$ cat src/rtl/rom_loader.sv
// -----------------------------------------------------------------------------
// rom_loader
//   Bridges the HPS ioctl download port to the core's ROM/PROM memories.
//   Each accepted 16-bit ioctl word is split into two byte writes (low byte at
//   ioctl_addr, high byte at ioctl_addr+1). Every byte is decoded into the CPU
//   ROM, GFX ROM or colour PROM region and written with a region-local address.
//   The HPS is stalled with ioctl_wait while a word is being emitted.
//
// Ports
//   clk_sys        system clock, rising edge
//   reset_n        asynchronous active-low reset
//   ioctl_download HPS download active
//   ioctl_index    download target index (only ROM_INDEX is accepted)
//   ioctl_wr       single-cycle word write strobe
//   ioctl_addr     byte address of the word's low byte (even)
//   ioctl_dout     word data, [7:0] -> addr, [15:8] -> addr+1
//   ioctl_wait     stall to the HPS while a word is in flight
//   rom_addr       region-local byte address (held when no strobe)
//   rom_data       byte to write (held when no strobe)
//   cpu_we/gfx_we/prom_we  region write strobes, at most one high
//   dl_busy        accepted download in progress
//   dl_done        one-cycle pulse at end of download
//   byte_count     in-range bytes written in current/last download (saturating)
//   overflow       sticky: out-of-range byte or write while stalled
// -----------------------------------------------------------------------------
module rom_loader #(
   parameter int CPU_SIZE  = 32768,
   parameter int GFX_SIZE  = 16384,
   parameter int PROM_SIZE = 288,
   parameter int ROM_INDEX = 0
) (
   input  logic        clk_sys,
   input  logic        reset_n,
   input  logic        ioctl_download,
   input  logic [7:0]  ioctl_index,
   input  logic        ioctl_wr,
   input  logic [26:0] ioctl_addr,
   input  logic [15:0] ioctl_dout,
   output logic        ioctl_wait,
   output logic [15:0] rom_addr,
   output logic [7:0]  rom_data,
   output logic        cpu_we,
   output logic        gfx_we,
   output logic        prom_we,
   output logic        dl_busy,
   output logic        dl_done,
   output logic [16:0] byte_count,
   output logic        overflow
);

   localparam logic [26:0] CPU_END  = 27'(CPU_SIZE);
   localparam logic [26:0] GFX_END  = 27'(CPU_SIZE + GFX_SIZE);
   localparam logic [26:0] PROM_END = 27'(CPU_SIZE + GFX_SIZE + PROM_SIZE);
   localparam logic [15:0] GFX_OFS  = 16'(CPU_SIZE);
   localparam logic [15:0] PROM_OFS = 16'(CPU_SIZE + GFX_SIZE);

   typedef enum logic [1:0] {IDLE, LO, HI, FINISH} state_t;

   state_t      state_q, state_d;
   logic [26:0] hi_addr_q, hi_addr_d;
   logic [7:0]  hi_data_q, hi_data_d;
   logic        wait_q, wait_d;
   logic [15:0] rom_addr_q, rom_addr_d;
   logic [7:0]  rom_data_q, rom_data_d;
   logic        cpu_we_q, cpu_we_d;
   logic        gfx_we_q, gfx_we_d;
   logic        prom_we_q, prom_we_d;
   logic        busy_q, busy_d;
   logic        done_q, done_d;
   logic [16:0] count_q, count_d;
   logic        ovf_q, ovf_d;
   logic        acc_q;

   logic        accept;
   logic        start;
   logic        wr_acc;
   logic        emit;
   logic [26:0] byte_addr;
   logic [7:0]  byte_data;

   assign accept = ioctl_download && (ioctl_index == 8'(ROM_INDEX));
   assign start  = accept && !acc_q;
   assign wr_acc = accept && ioctl_wr;

   always_comb begin
      state_d    = state_q;
      hi_addr_d  = hi_addr_q;
      hi_data_d  = hi_data_q;
      wait_d     = wait_q;
      rom_addr_d = rom_addr_q;
      rom_data_d = rom_data_q;
      cpu_we_d   = 1'b0;
      gfx_we_d   = 1'b0;
      prom_we_d  = 1'b0;
      busy_d     = busy_q;
      done_d     = 1'b0;
      count_d    = count_q;
      ovf_d      = ovf_q;
      emit       = 1'b0;
      byte_addr  = ioctl_addr;
      byte_data  = ioctl_dout[7:0];

      if (start) begin
         count_d = '0;
         ovf_d   = 1'b0;
         busy_d  = 1'b1;
      end

      // The output registers are loaded one state ahead: the low byte is
      // decoded on the ioctl_wr edge so its strobe is visible during LO, and
      // the high byte is decoded on the LO edge so it is visible during HI.
      case (state_q)
         IDLE: begin
            if (wr_acc) begin
               emit      = 1'b1;
               hi_addr_d = ioctl_addr + 27'd1;
               hi_data_d = ioctl_dout[15:8];
               wait_d    = 1'b1;
               state_d   = LO;
            end else if (!accept && busy_q) begin
               done_d  = 1'b1;
               busy_d  = 1'b0;
               state_d = FINISH;
            end
         end
         LO: begin
            emit      = 1'b1;
            byte_addr = hi_addr_q;
            byte_data = hi_data_q;
            if (wr_acc) ovf_d = 1'b1;
            state_d = HI;
         end
         HI: begin
            wait_d = 1'b0;
            if (wr_acc) ovf_d = 1'b1;
            // A download that dropped mid-word finishes once both bytes are out.
            if (!accept && busy_q) begin
               done_d  = 1'b1;
               busy_d  = 1'b0;
               state_d = FINISH;
            end else begin
               state_d = IDLE;
            end
         end
         FINISH: state_d = IDLE;
         default: state_d = IDLE;
      endcase

      if (emit) begin
         if (byte_addr < CPU_END) begin
            cpu_we_d   = 1'b1;
            rom_addr_d = byte_addr[15:0];
         end else if (byte_addr < GFX_END) begin
            gfx_we_d   = 1'b1;
            rom_addr_d = byte_addr[15:0] - GFX_OFS;
         end else if (byte_addr < PROM_END) begin
            prom_we_d  = 1'b1;
            rom_addr_d = byte_addr[15:0] - PROM_OFS;
         end else begin
            ovf_d = 1'b1;
         end
         if (cpu_we_d || gfx_we_d || prom_we_d) begin
            rom_data_d = byte_data;
            if (count_d != '1) count_d = count_d + 17'd1;
         end
      end
   end

   always_ff @(posedge clk_sys or negedge reset_n) begin
      if (!reset_n) begin
         state_q    <= IDLE;
         hi_addr_q  <= '0;
         hi_data_q  <= '0;
         wait_q     <= 1'b0;
         rom_addr_q <= '0;
         rom_data_q <= '0;
         cpu_we_q   <= 1'b0;
         gfx_we_q   <= 1'b0;
         prom_we_q  <= 1'b0;
         busy_q     <= 1'b0;
         done_q     <= 1'b0;
         count_q    <= '0;
         ovf_q      <= 1'b0;
         acc_q      <= 1'b0;
      end else begin
         state_q    <= state_d;
         hi_addr_q  <= hi_addr_d;
         hi_data_q  <= hi_data_d;
         wait_q     <= wait_d;
         rom_addr_q <= rom_addr_d;
         rom_data_q <= rom_data_d;
         cpu_we_q   <= cpu_we_d;
         gfx_we_q   <= gfx_we_d;
         prom_we_q  <= prom_we_d;
         busy_q     <= busy_d;
         done_q     <= done_d;
         count_q    <= count_d;
         ovf_q      <= ovf_d;
         acc_q      <= accept;
      end
   end

   assign ioctl_wait = wait_q;
   assign rom_addr   = rom_addr_q;
   assign rom_data   = rom_data_q;
   assign cpu_we     = cpu_we_q;
   assign gfx_we     = gfx_we_q;
   assign prom_we    = prom_we_q;
   assign dl_busy    = busy_q;
   assign dl_done    = done_q;
   assign byte_count = count_q;
   assign overflow   = ovf_q;

endmodule
$ cat config.mk
export PLATFORM = sky130hd
export DESIGN_NAME = rom_loader
export DESIGN_NICKNAME = d
export VERILOG_FILES = /design/src/rtl/rom_loader.sv
export SDC_FILE = /design/constraint.sdc
export NUM_CORES = 1
export LEC_CHECK = 0
export CORE_MARGIN = 2
export CORE_UTILIZATION = 50
export DETAILED_ROUTE_END_ITERATION = 10
export MAX_ROUTING_LAYER = met4
export PLACE_DENSITY = 0.84
export SKIP_LAST_GASP = 1
export SLEW_MARGIN = 5
export SYNTH_ARGS = -nofsm -noshare
export SYNTH_HDL_FRONTEND = slang
export SYNTH_SLANG_ARGS = --single-unit
$ cat constraint.sdc
create_clock -name clk_sys -period 3.5 [get_ports clk_sys]
set_clock_uncertainty 0.1 [all_clocks]
set_input_delay 0.35 -clock clk_sys [delete_from_list [all_inputs] [get_ports clk_sys]]
set_output_delay 0.35 -clock clk_sys [all_outputs]
set_load 0.02 [all_outputs]
# Word-level counts from Yosys, hierarchy flattened
# Index checks and enable logic that the tools add are counted.
# op_classes
mux,43
reduce_logical,17
n_eq_ne,6
addsub,4
n_lt_le_gt_ge,3
# op_table
operator,n
$lt A27 B16 Y1 const B,3
$mux W17,4
$mux W16,3
$sub A16 B16 Y16 const B,2
$add A27 B1 Y27 const B,1
$mux W27,1
$mux W1,26
$add A17 B1 Y17 const B,1
$ne A17 B17 Y1 const B,1
$logic_not A8 Y1,1
$mux W8,1
$pmux W1 S2,4
$pmux W2 S4,1
$reduce_and A2 Y1,4
$mux W2,3
$eq A2 B2 Y1 const B,2
$logic_and A1 B1 Y1,4
$ne A3 B3 Y1 const B,1
$reduce_bool A3 Y1,1
$eq A2 B1 Y1 const B,1
$logic_not A1 Y1,2
$logic_not A2 Y1,1
$logic_or A1 B1 Y1,2
$ne A2 B2 Y1 const B,1
other kinds (2),2
# word_totals
elab_cells,87
regBits,86

# Logic depth before layout (Yosys ltp)
# Gate-level depths: netlist (run 1).
# depth
word_depth,10
ltp_mapped,12

# Worst setup path after synthesis (run 1)
# No wires, ideal clock.
# synth_path
path_type,input to register
startpoint,in ioctl_index[1]
endpoint,reg count_q[13] (netlist: byte_count[13])
t_arrival_ns,2.930
path_slack_ns,0.392
n_path_buf,1
path_stages,12
setup_ns,0.078
t_required_ns,3.322
cell_sequence,nor4_2 -> nand3_1 -> or2_2 -> clkbuf_1 -> and2_1 -> ha_1 -> and2_1 -> and4_1 -> nand2_2 -> nand3_1 -> or4_1 -> a21oi_1
# synth_between
elab_chain_cells,8
word_cells_on_any_way,12
classes_between,1 x add/sub; 1 x eq/ne; 6 x mux; 4 x reduce/logical
# synth_rtl
element,line_no,rtl
"start, declared",35,"input logic [7:0] ioctl_index,"
$logic_not A8 Y1 (*),81,assign accept = ioctl_download && (ioctl_index == 8'(ROM_INDEX));
$logic_and A1 B1 Y1 (*),81,
$logic_and A1 B1 Y1,82,assign start = accept && !acc_q;
$mux W17,103,if (start) begin
$add A17 B1 Y17 / $ne A17 B17 Y1 (equally long branches),164,if (count_d != '1) count_d = count_d + 17'd1;
$mux W17,164,
$mux W17,162,if (cpu_we_d || gfx_we_d || prom_we_d) begin
$mux W17 (*),149,if (emit) begin
named net count_d[13],70,"logic [16:0] count_q, count_d;"
"end signal, assigned",197,count_q <= count_d;
"end, declared",70,
# Mark *: on every way through the listed nets, which the timed path passes. The rest lies on a longest branch.
# A chain may end at the register's enable or synchronous reset.

# Final worst setup path (run 1)
# Ends and elaborated chain as after synthesis.

==> results of run 1 <==
power groups by stage:
stage / clock, µW / sequential, µW / combinational (µW)
finish: 715 / 1210 / 860
global route: 754 / 1230 / 928
CTS: 724 / 1210 / 863
detailed placement: 0 / 1230 / 856
global placement: 0 / 1220 / 833
floorplan: 0 / 1330 / 350
cell type report:
| class | instances | share of cell area [%] |
|---|---|---|
| well taps | 108 | 2.336 |
| flip-flops and latches | 86 | 37.21 |
| inverters | 8 | 0.5191 |
| clock buffers | 13 | 2.747 |
| repair buffers | 115 | 19.34 |
| clock inverters | 3 | 0.7355 |
| multi-input cells | 365 | 37.12 |
cell usage in the layout (no fill, tap or decap), types with 2 or more instances in the layout:
| cell | Yosys | final |
|---|---|---|
| o21a_1 | 3 | 3 |
| and2_1 | 9 | 9 |
| and4_1 | 7 | 6 |
| buf_4 | 0 | 13 |
| or3_1 | 7 | 7 |
| a311o_1 | 2 | 2 |
| ha_1 | 5 | 4 |
| nand2b_1 | 2 | 2 |
| nand2_1 | 78 | 78 |
| o31ai_1 | 8 | 8 |
| nor2_1 | 44 | 44 |
| and3_1 | 8 | 8 |
| nor3_1 | 10 | 10 |
| o211ai_1 | 2 | 2 |
| nand3_1 | 23 | 23 |
| mux2i_1 | 22 | 22 |
| dfrtp_1 | 86 | 86 |
| inv_1 | 8 | 8 |
| nor2b_1 | 2 | 2 |
| clkbuf_1 | 17 | 2 |
| a211oi_1 | 2 | 2 |
| xor2_1 | 15 | 15 |
| nor4_1 | 4 | 4 |
| clkdlybuf4s50_1 | 0 | 101 |
| a21oi_1 | 40 | 40 |
| nor3b_1 | 2 | 2 |
| xnor2_1 | 10 | 10 |
| o21ai_0 | 30 | 30 |
| or4_1 | 6 | 6 |
| nand4_1 | 8 | 8 |
| clkbuf_8 | 0 | 11 |
worst min-delay path, stage by stage (launching register included):
cell and delay [ns]:
dfrtp_1 0.35, nand2_1 0.05, nand2_1 0.05
stage by stage:
step                      total power, µW  setup TNS (ns)
after global routing                 2908               0
after floorplan                      1682               0
after CTS                            2796               0
final                                2783               0
after detailed placement             2085         -0.3188
after global placement               2051               0
timing repair:
action | CTS | global route
endpoints found under the hold margin | 35 | 0
setup buffers | 0 | 0
hold buffers | 1 | 0
metal layers:
| layer | GRT usage [%] | wire, µm |
|---|---|---|
| met1 | 30.56 | 4613 |
| met3 | 4.223 | 552 |
| met5 | - | 0 |
| met4 | 6.944 | 186 |
| met2 | 40.94 | 5692 |
sequential cells by signal, summed over array words and instances (netlist names):
register and flops:
rom_addr 16, byte_count 17, dl_busy 1, ioctl_wait 1, acc_q 1, state_q 2
rom_data 8, gfx_we 1, prom_we 1, cpu_we 1, dl_done 1, hi_addr_q 27
hi_data_q 8, overflow 1
kinds of logic (layout without fill, tap and decap cells):
group                    Yosys count  after routing
buffers and inverters             29            139
flip-flops                        86             86
AO/OA/AOI/OAI                     94             94
XOR/XNOR                          25             25
AND/OR/NAND/NOR                  219            219
multiplexers                      22             22
adder cells (fa/ha/maj)            5              5
worst max-delay path by stage:
stage | startpoint | to | slack [ns]
finish | ioctl_index[1] | byte_count[13]$_DFF_PN0_ | 0.26
global route | ioctl_index[1] | byte_count[9]$_DFF_PN0_ | 0.03
CTS | ioctl_index[1] | byte_count[13]$_DFF_PN0_ | 0.27
detailed placement | ioctl_index[1] | byte_count[13]$_DFF_PN0_ | -0.1
global placement | ioctl_index[1] | byte_count[9]$_DFF_PN0_ | 0.03
floorplan | ioctl_index[1] | byte_count[13]$_DFF_PN0_ | 0.39
==> flow_metrics.py, run 1 <==
metrics = {
    "critical_path": {
        "cp-end-kind": "register",
        "cp_max_fo": 8,
        "crit_cells": 12,
        "crit_type": "input pin to register",
        "regToRegEndpoint": "byte_count[13]$_DFF_PN0_",
        "cp_top_family": "simple AND/OR/NAND/NOR gates",
        "crit_slowest_cell": "or4_1",
        "slowest_delay_ns": 0.52,
        "reg2reg_depth": 8,
        "critPathArrivalTime_ns": 3.41,
        "cp_cell_sequence": "clkdlybuf4s50_1, nor4_2, nand3_1, or2_2, and2_1, ha_1, and2_1, and4_1, nand2_2, nand3_1, or4_1, a21oi_1",
        "critPathRequiredTime_ns": 3.68,
        "r2r_start": "state_q[1]$_DFFE_PN0P_",
        "ff2ff_setup_slack_ns": 0.58,
        "critPathLaunchType": "input pin",
        "crit_buf_inv": 1,
    },
    "synthesis": {
        "synthCells": 480,
        "ys.flop_type": "dfrtp_1",
        "ys_top_cells_by_area": "dfrtp_1 (49%), nand2_1 (6.6%), mux2i_1 (5.0%)",
        "synth_top_family_by_area": "simple AND/OR/NAND/NOR gates",
        "synth-seq-cells": 86,
        "syn_nets": 540,
        "synthTopCellsByCount": "dfrtp_1 (86), nand2_1 (78), nor2_1 (44)",
        "synth_xor_area_share_pct": 4.952,
        "ys_warn_count": 0,
        "synth_compound_area_share_pct": 12.62,
        "synth_edf_count": 0,
        "yosysUniqueCellTypes": 46,
        "yosysMostFrequentCell": "dfrtp_1",
        "synthMuxAreaShare_pct": 4.980,
        "synth-adder-area-share_pct": 1.415,
        "mappedNetlistArea_um2": 4422,
        "netlist.area_leader.share_pct": 48.67,
        "synthSimpleGateAreaFrac_pct": 24.50,
        "ys_async_sr_fraction_pct": 100.0,
        "synth.avg_cell_area_um2": 9.212,
        "synth_top_area_cell": "dfrtp_1",
        "yosysSeqAreaShare_pct": 48.67,
    },
    "final_layout": {
        "seq_area_um2": 2152,
        "drive_gt1_share_pct": 6.441,
        "syn_to_final_growth_pct": 30.81,
        "fillCellCount": 673,
        "multi_input_area_um2": 2147,
        "nNetsFinal": 645,
        "antenna_cells": 0,
        "fin_util_pct": 66.98,
        "layoutNonFillerInstCount": 698,
        "design_area_um2": 5784,
    },
    "grt": {
        "grt_start_max_net_pins": 61,
        "grt_overflow": 0,
        "grt.total_usage_pct": 24.41,
        "grt_pass1_wl_um": 18620,
        "antenna_found_initial": 0,
        "first_global_vias": 3859,
    },
    "timing": {
        "period_share_pct": 92.44,
        "rsz0062_at_grt": "false",
        "max_freq_mhz": 309.1,
        "tightestPinTransition_ns": 0.6629,
        "min_period_ns": 3.235,
        "slew_headroom_pct": 55.81,
        "drv_slew": 0,
        "fin_ws_ns": 0.2647,
        "setup_viol": 0,
        "hold_ws_ns": 0.3754,
        "finalHoldViolCount": 0,
    },
    "worst_hold_path": {
        "hold_path_startpoint": "hi_data_q[1]$_DFFE_PN0P_",
        "min_to": "hi_data_q[1]$_DFFE_PN0P_",
        "holdPathStages": 2,
        "hp-class": "register to register",
    },
    "pwr": {
        "switching_share_pct": 32.14,
        "cellInternalPower_uw": 1889,
        "p_seq_share_pct": 43.4,
        "share_comb_of_total_power_pct": 30.9,
        "power_density_nw_per_um2": 481.2,
        "clkPwrFrac_pct": 25.7,
        "p_leak_uw": 0.002429,
        "switchingPower_uw": 894.6,
        "peakVddDrop_mv": 0.2996,
    },
    "clock_tree": {
        "htreeDepth": 3,
        "cts_sinks": 86,
        "cts-resized-gates": 0,
        "cts_max_path_buffers": 2,
        "clk-insertion-delay-late_ns": 0.36,
        "cts_tree": "yes",
        "clk_pin_slew_worst_paths_ns": 0.08,
        "cts_root_buf": "clkbuf_8",
        "numCtsBuffers": 9,
    },
    "drt": {
        "drt_iter0_drc": 201,
        "wl_per_cell_um": 15.82,
        "drc": 0,
        "drtAntennaViolNets": 0,
        "wl_um": 11040,
        "vias": 3972,
        "drt_first_pass_iters": 5,
        "viasPerCell": 5.691,
    },
    "die": {
        "io_pins": 103,
        "fp.coreArea_um2": 8636,
        "dieArea_um2": 9612,
        "initial_core_util_pct": 51.20,
        "die_w_um": 98.04,
        "die_h_um": 98.04,
        "rows": 34,
    },
    "place": {
        "place.port_buffers": 102,
        "dpl-instance-area_um2": 5573,
        "gp_congestion": 0.9041,
        "dpl.hpwl_um": 8203,
        "post-place-cells": 681,
        "dpl_worst_slack_ns": -0.09598,
    },
    "run": {
        "drv_cap": 0,
    },
    "run_status": {
        "outcome": "completed",
    },
}
No activity file was read; power rests on OpenSTA's default activity.
==> run 2: changes to the inputs <==
--- a/config.mk
+++ b/config.mk
@@ -10,6 +10,7 @@
 export DETAILED_ROUTE_END_ITERATION = 10
 export MAX_ROUTING_LAYER = met4
 export PLACE_DENSITY = 0.84
+export RECOVER_POWER = 100
 export SKIP_LAST_GASP = 1
 export SLEW_MARGIN = 5
 export SYNTH_ARGS = -nofsm -noshare
==> flow_metrics.py, run 2 (synthesis results as in run 1) <==
metrics = {
    "run_status": {
        "outcome": "complete, but fails checks",
        "violations": "capacitance limit, slew limit",
    },
    "drt": {
        "wl_um": 11050,
        "viasPerCell": 5.682,
        "wl_per_cell_um": 15.83,
        "drt_first_pass_iters": 4,
        "drtAntennaViolNets": 0,
        "drc": 0,
        "vias": 3966,
        "drt_iter0_drc": 216,
    },
    "die": {
        "die_h_um": 98.04,
        "rows": 34,
        "fp.coreArea_um2": 8636,
        "io_pins": 103,
        "die_w_um": 98.04,
        "dieArea_um2": 9612,
        "initial_core_util_pct": 51.20,
    },
    "timing": {
        "max_freq_mhz": 308.4,
        "fin_ws_ns": 0.2573,
        "slew_headroom_pct": -25.85,
        "finalHoldViolCount": 0,
        "rsz0062_at_grt": "false",
        "tightestPinTransition_ns": 1.888,
        "period_share_pct": 92.65,
        "drv_slew": 36,
        "tns_ns": 0,
        "min_period_ns": 3.243,
        "setup_viol": 0,
    },
    "place": {
        "place.port_buffers": 102,
        "dpl.hpwl_um": 8203,
        "gp_congestion": 0.9041,
        "dpl-instance-area_um2": 5573,
        "post-place-cells": 681,
        "dpl_worst_slack_ns": -0.09598,
    },
    "worst_hold_path": {
        "hold_path_startpoint": "hi_data_q[1]$_DFFE_PN0P_",
        "hp-class": "register to register",
    },
    "grt": {
        "first_global_vias": 3859,
        "grt_overflow": 0,
        "grt_pass1_wl_um": 18620,
        "grt.total_usage_pct": 24.41,
        "antenna_found_initial": 0,
        "grt_start_max_net_pins": 61,
    },
    "clock_tree": {
        "cts_tree": "yes",
        "cts_sinks": 86,
        "numCtsBuffers": 9,
        "clk_pin_slew_worst_paths_ns": 0.08,
        "cts_root_buf": "clkbuf_8",
        "htreeDepth": 3,
        "clk-insertion-delay-late_ns": 0.36,
        "cts_max_path_buffers": 2,
        "cts-resized-gates": 0,
    },
    "critical_path": {
        "critPathLaunchType": "input pin",
        "r2r_start": "state_q[1]$_DFFE_PN0P_",
        "critPathArrivalTime_ns": 3.42,
        "crit_type": "input pin to register",
        "cp-startpoint": "ioctl_index[1]",
        "regToRegEndpoint": "byte_count[13]$_DFF_PN0_",
        "ff2ff_setup_slack_ns": 0.32,
        "cp_max_fo": 8,
        "cp-end-kind": "register",
        "crit_end": "byte_count[13]$_DFF_PN0_",
        "critPathRequiredTime_ns": 3.68,
        "reg2reg_depth": 8,
    },
    "final_layout": {
        "layout_commonest_cell": "dfrtp_1",
        "largest_reg_flops": 27,
        "antenna_cells": 0,
        "top_register": "hi_addr_q",
        "layoutNonFillerInstCount": 698,
        "design_area_um2": 5753,
        "mostFrequentLayoutCells": "dfrtp_1 (86), nand2_1 (78), clkdlybuf4s50_1 (53)",
        "syn_to_final_growth_pct": 30.11,
        "nNetsFinal": 645,
        "fillCellCount": 683,
        "drive_gt1_share_pct": 5.424,
    },
    "run": {
        "drv_cap": 1,
    },
    "pwr": {
        "peakVddDrop_mv": 0.3009,
        "power_density_nw_per_um2": 476.3,
        "p_leak_uw": 0.002548,
    },
}
-- run 2: worst min-delay path by stage --
stage	endpoint	slack (ns)	cells after the start
floorplan	acc_q$_DFF_PN0_	-0.05	0
global placement	dl_done$_DFF_PN0_	0.32	2
detailed placement	rom_addr[15]$_DFFE_PN0P_	0.32	2
CTS	hi_data_q[1]$_DFFE_PN0P_	0.38	2
global route	hi_data_q[1]$_DFFE_PN0P_	0.40	2
finish	hi_data_q[1]$_DFFE_PN0P_	0.38	2
-- run 2: power breakdown --
part	total [µW]	switching [µW]	internal (µW)
Clock	717	348	369
Combinational	819	459	360
Sequential	1200	83.4	1120
Total	2740	891	1850
-- run 2: cell type report --
class	count	area, µm²	area share (%)
Multi-Input combinational cell	365	2138	37.17
Clock buffer	13	158.9	2.762
Clock inverter	3	42.54	0.7395
Sequential cell	86	2152	37.41
Inverter	8	30.03	0.5220
Timing Repair Buffer	115	1096	19.05
Tap cell	108	135.1	2.349
-- run 2: layer usage --
layer	track usage (%)	up-vias	wire length, µm
li1	-	1911	-
met1	30.56	1935	4633
met2	40.94	100	5716
met3	4.223	20	519
met4	6.944	0	182
met5	-	-	0
-- run 2: repair_timing --
action / CTS / global route
endpoints found under the hold margin: 35 / 0
hold buffers: 1 / 0
setup buffers: 0 / 0
-- run 2: worst max-delay path, cell delays in order --
cell	delay (ns)
clkdlybuf4s50_1	0.41
nor4_2	0.32
nand3_1	0.23
or2_2	0.37
and2_1	0.19
ha_1	0.21
and2_0	0.14
and4_1	0.23
nand2_2	0.09
nand3_1	0.20
or4_1	0.51
a21oi_1	0.17
-- run 2: metrics by stage --
step / hold WS (ns) / utilization (%) / power (µW)
floorplan: -0.04559 / - / 1682
global placement: 0.3186 / 64.53 / 2051
detailed placement: 0.3239 / 64.53 / 2085
CTS: 0.3769 / 66.98 / 2796
global route: 0.3991 / 66.62 / 2863
finish: 0.3753 / 66.62 / 2740
